### src/rtl/pipeline_ctrl_sequencer.sv
// rtl/pipeline_ctrl_sequencer.sv - stall/flush sequencer for the 5-stage RV32 pipeline
//
// Merges three requests into per-stage write-enable and flush controls:
//   - load-use stalls from the hazard detection unit
//   - taken-branch redirects resolved in EX
//   - multi-cycle data-memory busy
// Request priority is mem_busy, then branch, then load-use stall.
//
// Parameters:
//   FLUSH_CYCLES  IF/ID + ID/EX flush cycles per taken branch (1..4)
//   TIMEOUT       consecutive mem_busy cycles before timeout_err sets (1..65535)
//   CNT_W         performance counter width
//
// Build option:
//   PIPE_PERF_CNT_EN  When defined, stall_cycles and flush_count are saturating
//                     counters. When undefined, both ports are tied to 0.
//
// Ports:
//   clk, rst        rising-edge clock; asynchronous active-high reset
//   load_use_stall  stall request
//   branch_taken    taken branch/jump resolved in EX
//   mem_busy        MEM-stage access not complete
//   pc_write, if_id_write, id_ex_write, ex_mem_write   register write enables
//   if_id_flush, id_ex_flush, mem_wb_flush             bubble/NOP inserts
//   seq_state       00 RUN, 01 FLUSH, 10 MEM_WAIT
//   timeout_err     sticky mem_busy timeout flag
//   stall_cycles    cycles with pc_write=0
//   flush_count     taken-branch flush events

module pipeline_ctrl_sequencer #(
    parameter int FLUSH_CYCLES = 1,
    parameter int TIMEOUT      = 255,
    parameter int CNT_W        = 32
) (
    input  logic             clk,
    input  logic             rst,
    input  logic             load_use_stall,
    input  logic             branch_taken,
    input  logic             mem_busy,
    output logic             pc_write,
    output logic             if_id_write,
    output logic             id_ex_write,
    output logic             ex_mem_write,
    output logic             if_id_flush,
    output logic             id_ex_flush,
    output logic             mem_wb_flush,
    output logic [1:0]       seq_state,
    output logic             timeout_err,
    output logic [CNT_W-1:0] stall_cycles,
    output logic [CNT_W-1:0] flush_count
);

    typedef enum logic [1:0] {
        S_RUN      = 2'b00,
        S_FLUSH    = 2'b01,
        S_MEM_WAIT = 2'b10
    } state_t;

    localparam logic [1:0]  FLUSH_RELOAD = 2'(FLUSH_CYCLES - 1);
    localparam logic [15:0] TMO_MAX      = 16'(TIMEOUT);
    localparam logic [15:0] TMO_LAST     = 16'(TIMEOUT - 1);

    state_t      state;
    state_t      state_nxt;
    logic [1:0]  flush_rem;
    logic [1:0]  flush_rem_nxt;
    logic        branch_pend;
    logic        branch_pend_nxt;
    logic [15:0] tmo_ctr;
    logic        start_branch;
    logic        cont_flush;

    // In FLUSH, only a fresh branch restarts the flush.
    // branch_pend can only be set while frozen, so it matters only after MEM_WAIT.
    always_comb begin
        start_branch = 1'b0;
        cont_flush   = 1'b0;
        if (state == S_FLUSH) begin
            start_branch = branch_taken;
            cont_flush   = !branch_taken;
        end else begin
            start_branch = branch_taken | branch_pend;
            cont_flush   = !start_branch && (flush_rem != 2'd0);
        end
    end

    always_ff @(posedge clk or posedge rst) begin
        if (rst) begin
            state       <= S_RUN;
            flush_rem   <= 2'd0;
            branch_pend <= 1'b0;
        end else begin
            state       <= state_nxt;
            flush_rem   <= flush_rem_nxt;
            branch_pend <= branch_pend_nxt;
        end
    end

    always_comb begin
        state_nxt       = state;
        flush_rem_nxt   = flush_rem;
        branch_pend_nxt = branch_pend;
        pc_write        = 1'b1;
        if_id_write     = 1'b1;
        id_ex_write     = 1'b1;
        ex_mem_write    = 1'b1;
        if_id_flush     = 1'b0;
        id_ex_flush     = 1'b0;
        mem_wb_flush    = 1'b0;

        if (rst) begin
            // Controls follow rst combinationally so the pipeline is quiesced
            // for the whole reset window, not just from the next edge.
            pc_write     = 1'b0;
            if_id_write  = 1'b0;
            id_ex_write  = 1'b0;
            ex_mem_write = 1'b0;
            if_id_flush  = 1'b1;
            id_ex_flush  = 1'b1;
            mem_wb_flush = 1'b1;
        end else if (mem_busy) begin
            // Freeze everything and bubble MEM/WB.
            // A branch arriving now is remembered, and the flush count is held.
            pc_write        = 1'b0;
            if_id_write     = 1'b0;
            id_ex_write     = 1'b0;
            ex_mem_write    = 1'b0;
            mem_wb_flush    = 1'b1;
            state_nxt       = S_MEM_WAIT;
            branch_pend_nxt = branch_pend | branch_taken;
        end else if (start_branch) begin
            if_id_flush     = 1'b1;
            id_ex_flush     = 1'b1;
            flush_rem_nxt   = FLUSH_RELOAD;
            branch_pend_nxt = 1'b0;
            state_nxt       = (FLUSH_RELOAD != 2'd0) ? S_FLUSH : S_RUN;
        end else if (cont_flush) begin
            if_id_flush   = 1'b1;
            id_ex_flush   = 1'b1;
            flush_rem_nxt = (flush_rem != 2'd0) ? flush_rem - 2'd1 : 2'd0;
            state_nxt     = (flush_rem > 2'd1) ? S_FLUSH : S_RUN;
        end else begin
            state_nxt = S_RUN;
            if (load_use_stall) begin
                pc_write    = 1'b0;
                if_id_write = 1'b0;
                id_ex_flush = 1'b1;
            end
        end
    end

    // Counts consecutive busy edges and saturates at TIMEOUT.
    // The error latches on the edge that completes the TIMEOUT-th busy cycle.
    always_ff @(posedge clk or posedge rst) begin
        if (rst) begin
            tmo_ctr     <= 16'd0;
            timeout_err <= 1'b0;
        end else if (mem_busy) begin
            if (tmo_ctr != TMO_MAX) begin
                tmo_ctr <= tmo_ctr + 16'd1;
            end
            if (tmo_ctr >= TMO_LAST) begin
                timeout_err <= 1'b1;
            end
        end else begin
            tmo_ctr <= 16'd0;
        end
    end

    assign seq_state = state;

`ifdef PIPE_PERF_CNT_EN
    logic             count_flush;
    logic [CNT_W-1:0] stall_q;
    logic [CNT_W-1:0] flush_q;

    assign count_flush = !rst && !mem_busy && start_branch;

    always_ff @(posedge clk or posedge rst) begin
        if (rst) begin
            stall_q <= '0;
            flush_q <= '0;
        end else begin
            if (!pc_write && (stall_q != '1)) begin
                stall_q <= stall_q + 1'b1;
            end
            if (count_flush && (flush_q != '1)) begin
                flush_q <= flush_q + 1'b1;
            end
        end
    end

    assign stall_cycles = stall_q;
    assign flush_count  = flush_q;
`else
    assign stall_cycles = '0;
    assign flush_count  = '0;
`endif

endmodule

### config.mk
export PLATFORM = sky130hd
export DESIGN_NAME = pipeline_ctrl_sequencer
export DESIGN_NICKNAME = d
export VERILOG_FILES = /design/src/rtl/pipeline_ctrl_sequencer.sv
export SDC_FILE = /design/constraint.sdc
export NUM_CORES = 1
export LEC_CHECK = 0
export CORE_ASPECT_RATIO = 1.2
export CORE_MARGIN = 2
export CORE_UTILIZATION = 41
export CTS_CLUSTER_SIZE = 8
export DETAILED_ROUTE_END_ITERATION = 8
export PLACE_DENSITY = 0.8
export SETUP_SLACK_MARGIN = 0.4
export SYNTH_ARGS = -nofsm -noshare
export SYNTH_HDL_FRONTEND = slang
export SYNTH_SLANG_ARGS = --single-unit
### constraint.sdc
create_clock -name clk -period 2.06 [get_ports clk]
set_input_delay 0.206 -clock clk [delete_from_list [all_inputs] [get_ports clk]]
set_output_delay 0.206 -clock clk [all_outputs]
set_load 0.02 [all_outputs]
# Word level (Yosys, flattened, before mapping)
# Index checks and enable logic that the tools add are counted.
[classes]
addsub = 2
order_cmp = 2
n_eq_ne = 3
n_mux = 31
bitwise = 3
n_reduce_logical = 9
[op_table]
columns = ["op", "n"]
rows = [
  ["2-to-1 mux 16 bit", 2],
  ["2-to-1 mux 1 bit", 25],
  ["adder 16 x 1 -> 16 bit (second input constant)", 1],
  [">= comparator 16 x 8 -> 1 bit (second input constant)", 1],
  ["inequality test 16 x 8 -> 1 bit (second input constant)", 1],
  ["2-to-1 mux 2 bit", 4],
  ["nonzero test 2 bit", 3],
  ["AND reduction 2 bit", 2],
  ["AND reduction 3 bit", 1],
  ["equality test 2 x 1 -> 1 bit (second input constant)", 1],
  ["greater-than comparator 2 x 1 -> 1 bit (second input constant)", 1],
  ["logical NOT 1 bit", 2],
  ["inequality test 2 x 1 -> 1 bit (second input constant)", 1],
  ["NOT 1 bit", 2],
  ["subtractor 2 x 1 -> 2 bit (second input constant)", 1],
  ["logical AND 1 bit", 1],
  ["OR 1 bit", 1],
]
[totals]
regBits = 22
in_bits = 5
output_inout_bits = 74
wordCells = 55

# Depth between registers and ports, before layout
# Gate-level depths: netlist (run 1).
[logic_depth]
ltp_word = 8
depth_mapped = 5
ltp_nobuf = 5

# Least setup slack after synthesis (run 1)
# No wires, ideal clock.
[synth_timing]
kind = "input to output"
startpoint = "in rst"
endpoint = "out pc_write"
t_arrival_ns = 1.772
required_ns = 1.854
slack_ns = 0.082
cell_stages = 4
path_buffers = 1
cell_sequence = "inv_1 > nand2_1 > a21oi_1 > buf_4"
[synth_between]
elab_chain_cells = 1
[synth_lines]
columns = ["element", "line_no", "source"]
rows = [
  ["start, declared", "36", "input logic rst,"],
  ["2-to-1 mux 1 bit", "--", ""],
  ["end, declared", "40", "output logic pc_write,"],
]
# No other way between the ends.

# Final worst setup path (run 1)
[layout_timing]
startpoint = "reg flush_rem[0]"
endpoint = "out if_id_write"
[layout_between]
elab_chain_cells = 7
[layout_lines]
columns = ["element", "line_no", "source"]
rows = [
  ["start, declared", "65", "logic [1:0] flush_rem;"],
  ["start signal, assigned", "94", "flush_rem <= flush_rem_nxt;"],
  ["nonzero test 2 bit", "83", "cont_flush = !start_branch && (flush_rem != 2'd0);"],
  ["logical AND 1 bit", "83", ""],
  ["2-to-1 mux 1 bit", "78", "if (state == S_FLUSH) begin"],
  ["2-to-1 mux 1 bit", "137", "end else if (cont_flush) begin"],
  ["2-to-1 mux 1 bit", "131", "end else if (start_branch) begin"],
  ["2-to-1 mux 1 bit", "121", "end else if (mem_busy) begin"],
  ["2-to-1 mux 1 bit", "111", "if (rst) begin"],
  ["end, declared", "41", "output logic if_id_write,"],
]
# No other way between the ends.

==> results.sh, run 1 <==
export IMPL_clock_tree_htree_level_count=1
export IMPL_power_leakage_nw=0.863
export IMPL_period_needed_ns=1.69
export IMPL_mappedNetlistArea_um2=1680
export IMPL_core_area_um2=3940
export IMPL_critical_path_peak_fanout=2
export IMPL_n_antenna_cell=0
export IMPL_sequential_element_share_of_the_synthesized_area_pct=32.8
export IMPL_final_layout_size_suffix_gt1_share_pct=21.9
export IMPL_synth_adder_area_share_pct=1.49
export IMPL_grt_setup_unrepaired="yes"
export IMPL_timing_critical_path_from_type="flip-flop"
export IMPL_timing_final_max_slew_violations=0
export IMPL_dominantRegCellSynth="dfrtp_1"
export IMPL_postSynthCellCount=186
export IMPL_crit_path_end_kind="output port"
export IMPL_crit_path_max_incr_delay_ns=0.39
export IMPL_hold_buf_cts=0
export IMPL_grt_util_all_layers_pct=12.6
export IMPL_power_mw=0.990
export IMPL_detail_route_iter0_violations=48
export IMPL_global_route_overflow=0
export IMPL_wire_length_of_the_first_global_routing_pass_mm=4.66
export IMPL_drc=0
export IMPL_initial_antenna_violation_count=0
export IMPL_vert_die_dim_um=74.1
export IMPL_final_nets=223
export IMPL_totalWireLength_mm=3.10
export IMPL_achievable_freq_ghz=0.592
export IMPL_share_of_async_settable_or_async_resettable_flops_after_synthesis_pct=100
export IMPL_max_vdd_ir_drop_uv=244
export IMPL_finalHoldViolations=0
export IMPL_number_of_synthesized_flops_with_an_enable_pin=0
export IMPL_fin_worst_hold_slack_ns=0.243
export IMPL_cp_common_cell="buf_6"
export IMPL_cp_cell_instances="nor4_2 > and2_1 > buf_6 > buf_6 > a21oi_4 > buf_6"
export IMPL_nFillCells=392
export IMPL_placed_cells_incl_taps=253
export IMPL_syn_area_per_cell_um2=9.02
export IMPL_post_synthesis_mux_area_share_pct=0
export IMPL_synth_seq_cells=22
export IMPL_clock_path_buffers=2
export IMPL_clock_skew_final_ns=0.00101
export IMPL_postLayoutCellArea_um2=1860
export IMPL_yosysWarningCount=0
export IMPL_critPathRequiredTime_ns=1.85
export IMPL_fin_setup_tns_ns=0
export IMPL_io_pins=79
export IMPL_dr_total_vias=1224
export IMPL_tritoncts_clock_tree="yes"
export IMPL_largest_net_degree_at_the_start_of_global_routing=24
export IMPL_synth_lib_cells_used_distinct=40
export IMPL_final_core_utilization_pct=47.2
export IMPL_chipWidth_um=62.4
export IMPL_worst_path_dominant_cell_family="simple AND/OR/NAND/NOR gates"
export IMPL_critical_path_buf_inv_count=3
export IMPL_min_period_over_period_pct=82.0
export IMPL_wl_cell_um=11.5
export IMPL_pwr_density_cell_nw_per_um2=533
export IMPL_synth_xor_area_share_pct=3.13
export IMPL_pre_cts_setup_slack_ns=0.0356
export IMPL_number_of_buffers_created_by_cts=3
export IMPL_status="finished, final reports clean"
export IMPL_finalSetupViolations=0
export IMPL_detail_route_antenna_nets=0
export IMPL_criticalPathCategory="reg -> out"
export IMPL_layoutNonFillerInstCount=269
export IMPL_flow_area_growth_from_synthesis_pct=10.8
export IMPL_hpwlAfterDp_mm=2.04
export IMPL_globalplace_congestion=0.851
export IMPL_routed_via_density=4.55
export IMPL_io_buffer_count=14
export IMPL_max_cap_viol_count=0
export IMPL_post_dp_cell_area_um2=1650
export IMPL_clk_pin_slew_worst_paths_ns=0.08
export IMPL_root_buffer="clkbuf_8"
export IMPL_timing_critical_path_arrival_ns=1.48
export IMPL_synth_top_family_by_area="buffers and inverters"
export IMPL_drt_first_pass_iters=6
export IMPL_source_to_sink_clock_delay_at_the_later_pin_of_the_worst_skew_pair_ns=0.26
export IMPL_grt_pass1_vias=1050
export IMPL_synth_compound_area_share_pct=11.9
export IMPL_synthSimpleGateAreaFrac_pct=17.8
export IMPL_num_rows=25
export IMPL_min_delay_path_class="in -> async"
export IMPL_clock_sink_count=22
export IMPL_start_util_pct=42.6
export IMPL_floorplan_die_area_um2=4620
export IMPL_final_critical_path_setup_slack_ns=0.370
export IMPL_critical_path_slowest_cell="dfrtp_1"
## flip-flops by register name (all words and copies together), names as in the netlist
register     cells
branch_pend      1
tmo_ctr         16
timeout_err      1
seq_state        2
flush_rem        2
## cells in the mapped netlist, types with 2 or more instances
| master | n | area, um2 |
|---|---|---|
| a2111oi_0 | 2 | 17.5 |
| a211oi_1 | 3 | 22.5 |
| a21oi_1 | 8 | 40.0 |
| a31oi_1 | 3 | 18.8 |
| and2_1 | 3 | 18.8 |
| buf_4 | 66 | 495 |
| dfrtp_1 | 22 | 551 |
| ha_1 | 2 | 25.0 |
| inv_1 | 6 | 22.5 |
| nand2_1 | 9 | 33.8 |
| nand3_1 | 4 | 20.0 |
| nand4_1 | 4 | 25.0 |
| nor2_1 | 10 | 37.5 |
| nor2b_1 | 2 | 12.5 |
| nor3_1 | 3 | 15.0 |
| nor4_1 | 2 | 12.5 |
| nor4_2 | 2 | 25.0 |
| o21ai_0 | 9 | 45.0 |
| xnor2_1 | 5 | 43.8 |
## layer usage
layer	wire length [um]	vias up	part of all wire, %	global-route usage [%]
li1	-	571	-	-
met1	1150	589	37	13.8
met2	1730	58	56	24.9
met3	155	6	5.0	1.36
met4	57	0	1.8	6.17
met5	0	-	0	0
## worst reg2reg max path, delay by kind of cell, from the launching register on
| kind | cells | cell delay, ns |
|---|---|---|
| compound gates | 1 | 0.15 |
| simple gates | 3 | 0.87 |
| buf+inv | 1 | 0.13 |
| flops | 1 | 0.39 |
## cell usage in the layout (no fill, tap or decap), types with 2 or more instances in the layout
cell type,n
a21oi_1,6
nor2_1,10
a2111oi_1,2
nor4_4,2
buf_4,14
buf_6,4
nor3_1,3
o21ai_0,8
nand2_1,9
a211oi_1,2
buf_2,2
dlygate4sd2_1,4
nand4_1,4
and2_1,3
clkdlybuf4s50_1,6
inv_1,5
nand3_1,3
conb_1,64
xnor2_1,5
dfrtp_1,17
clkbuf_8,4
dfrtp_2,5
a31oi_1,3
## power breakdown
group | switching (mW) | leakage (nW) | internal (mW)
Combinational | 0.170 | 0.545 | 0.0613
Sequential | 0.00981 | 0.289 | 0.442
Clock | 0.137 | 0.0288 | 0.170
Total | 0.316 | 0.863 | 0.674
## path summary, 6_finish.rpt
path	start	end	slack [ns]	depth (start not counted)
max	flush_rem[0]	if_id_write	0.37	6
min reg2reg	timeout_err	timeout_err	0.46	1
max in group asynchronous	rst	tmo_ctr[8]	1.57	3
min	rst	tmo_ctr[4]	0.24	3
min in group clk	rst	seq_state[1]	0.39	2
max reg2reg	tmo_ctr[1]	tmo_ctr[15]	0.47	5
## area by class of cell
cell class | instances | area, um2 | share of cell area [%]
repair buffers | 30 | 255 | 13.7
well taps | 54 | 67.6 | 3.63
multi-input cells | 153 | 898 | 48.3
inverters | 6 | 26.3 | 1.41
clock buffers | 4 | 55.1 | 2.96
flip-flops and latches | 22 | 557 | 29.9
## repair_timing
action / in CTS / in global routing
endpoints found under the setup margin: 10 / 16
setup buffers: 8 / 4
gates resized for setup: 23 / 23
pin swaps: 4 / 8
## cells by family (layout without fill, tap and decap cells)
logic type,Yosys count,count (layout)
buffers and inverters,74,40
xor gates and xnor gates,6,6
AOI/OAI and AO/OA,32,32
DFF,22,22
and+or+nand+nor,49,49
other,1,64
adders and majority gates,2,2
No activity file was read; power rests on OpenSTA's default activity.
==> run 2: changes to the inputs <==
==> constraint.sdc (replaced) <==
create_clock -name clk -period 1.7 [get_ports clk]
set_input_delay 0.17 -clock clk [delete_from_list [all_inputs] [get_ports clk]]
set_output_delay 0.17 -clock clk [all_outputs]
set_load 0.02 [all_outputs]
==> results.sh, run 2 (synthesis gave the netlist of run 1 again) <==
export IMPL_layoutNonFillerInstCount=297
export IMPL_pwr_density_cell_nw_per_um2=539
export IMPL_met2_usage_pct=34.7
export IMPL_status="finished, final reports clean"
export IMPL_achievable_freq_ghz=0.625
export IMPL_share_clk_of_total_power_pct=28.9
export IMPL_clock_path_buffers=2
export IMPL_floorplan_die_area_um2=4620
export IMPL_critical_path_slowest_cell="dfrtp_1"
export IMPL_clock_tree_htree_level_count=1
export IMPL_worst_r2r_setup_slack_ns=0.12
export IMPL_detail_route_iter0_violations=38
export IMPL_critPathRequiredTime_ns=1.53
export IMPL_power_share_switching_pct=34.0
export IMPL_crit_path_max_incr_delay_ns=0.40
export IMPL_drt_first_pass_iters=5
export IMPL_io_buffer_count=14
export IMPL_source_to_sink_clock_delay_at_the_later_pin_of_the_worst_skew_pair_ns=0.27
export IMPL_power_mw=1.20
export IMPL_clock_sink_count=22
export IMPL_wl_cell_um=13.4
export IMPL_globalplace_congestion=0.790
export IMPL_criticalPathCategory="reg -> out"
export IMPL_totalWireLength_mm=3.97
export IMPL_final_critical_path_setup_slack_ns=0.100
export IMPL_drc=0
export IMPL_max_vdd_ir_drop_uv=248
export IMPL_core_area_um2=3940
export IMPL_start_util_pct=42.6
export IMPL_wire_length_of_the_first_global_routing_pass_mm=6.19
export IMPL_number_of_buffers_created_by_cts=3
export IMPL_grt_pass1_vias=1298
export IMPL_grt_setup_unrepaired="yes"
export IMPL_crit_path_end_kind="output port"
export IMPL_num_rows=25
export IMPL_detail_route_antenna_nets=0
export IMPL_worst_r2r_cell_count=5
export IMPL_io_pins=79
export IMPL_pre_cts_setup_slack_ns=-0.234
export IMPL_min_period_over_period_pct=94.1
export IMPL_power_frac_comb_pct=25.3
export IMPL_regMostFlops="tmo_ctr"
export IMPL_grt_util_all_layers_pct=16.9
export IMPL_min_delay_path_class="in -> async"
export IMPL_flow_area_growth_from_synthesis_pct=32.7
export IMPL_n_antenna_cell=0
export IMPL_initial_antenna_violation_count=0
export IMPL_final_layout_size_suffix_gt1_share_pct=42.0
export IMPL_most_common_library_cell_in_the_layout_ignoring_fill_and_taps="conb_1"
export IMPL_power_leakage_nw=1.04
export IMPL_p_sw_mw=0.408
export IMPL_root_buffer="clkbuf_8"
export IMPL_final_core_utilization_pct=56.5
export IMPL_routed_via_density=4.67
export IMPL_global_route_overflow=0
export IMPL_nFillCells=349
export IMPL_timing_critical_path_arrival_ns=1.43
export IMPL_dr_total_vias=1386
export IMPL_vert_die_dim_um=74.1
export IMPL_worst_r2r_endpoint="tmo_ctr[5]"
export IMPL_period_needed_ns=1.60
export IMPL_clock_skew_final_ns=0.00187
export IMPL_intPower_mw=0.792
export IMPL_global_route_usage_met3_pct=1.51
export IMPL_timing_critical_path_from_type="flip-flop"
export IMPL_grt_most_used_layer="met2"
export IMPL_clk_pin_slew_worst_paths_ns=0.08
export IMPL_globalRouteMet1Util_pct=18.1
export IMPL_tritoncts_clock_tree="yes"
export IMPL_cp_cell_instances="nor4_2 > and2_4 > buf_6 > o21ai_1 > buf_4"
export IMPL_number_of_flip_flops_in_the_largest_register=16
export IMPL_most_common_layout_cells="64 x conb_1, 35 x buf_4, 13 x buf_6, 13 x dfrtp_2"
export IMPL_critical_path_peak_fanout=2
export IMPL_ff_to_ff_start="tmo_ctr[1]"
export IMPL_timing_final_max_slew_violations=0
export IMPL_final_nets=251
export IMPL_placed_cells_incl_taps=261
export IMPL_power_frac_seq_pct=45.8
export IMPL_finalSetupViolations=0
export IMPL_max_cap_viol_count=0
export IMPL_hpwlAfterDp_mm=2.18
export IMPL_finalHoldViolations=0
export IMPL_largest_net_degree_at_the_start_of_global_routing=24
export IMPL_chipWidth_um=62.4
[run 2: changes by cell type in the layout (fill, tap and decap cells not counted), sizes merged]
cell	before	now
clkdlybuf4s50	6	3
dlygate4sd2	4	3
clkdlybuf4s15	0	1
buf	20	51
[run 2: power groups by stage]
stage	Sequential (mW)	Clock [mW]	Combinational (mW)
2_1_floorplan	0.567	0	0.301
3_3_place_gp	0.558	0	0.265
3_5_place_dp	0.558	0	0.269
4_1_cts	0.549	0.347	0.291
5_1_grt	0.552	0.375	0.326
6_report	0.550	0.346	0.304
[run 2: worst max-delay path by stage]
stage,endpoint,startpoint
2_1_floorplan,tmo_ctr[5],tmo_ctr[1]
3_3_place_gp,id_ex_flush,branch_taken
3_5_place_dp,id_ex_flush,branch_taken
4_1_cts,id_ex_flush,branch_pend
5_1_grt,if_id_flush,branch_pend
6_report,if_id_flush,branch_pend
[run 2: final cells by class]
cell class                 count  area [um2]  share of cell area (%)
sequential                    22         567                    25.5
tap                           54        67.6                    3.04
multi-input combinational    153        1030                    46.3
timing repair buffer          58         490                    22.0
inverter                       6        26.3                    1.18
clock buffer                   4        45.0                    2.02
[run 2: worst max-delay path: cells and delay by family, from the launching register on]
kind            cells  cell delay, ns
compound gates      1            0.06
buf+inv             2            0.26
flops               1            0.40
simple gates        2            0.44
[run 2: what timing repair did]
| item | in CTS | in global routing |
|---|---|---|
| hold buffers | 0 | 0 |
| resized for setup | 65 | 17 |
| pin swaps | 27 | 14 |
| setup endpoints to repair | 27 | 25 |
| buffers inserted | 28 | 4 |
[run 2: routing by layer]
layer,wire [um],vias up
li1,-,631
met1,1460,670
met2,2200,77
met3,200,8
met4,100,0
met5,0,-
[run 2: metrics by stage]
| stage | hold slack [ns] | cell area, um2 | setup TNS [ns] |
|---|---|---|---|
| after floorplan | 0.0660 | 2010 | 0 |
| after global placement | 0.447 | 1780 | -0.647 |
| after detailed placement | 0.448 | 1780 | -0.752 |
| after CTS | 0.300 | 2150 | 0 |
| after global routing | 0.324 | 2230 | 0 |
| final | 0.303 | 2230 | 0 |
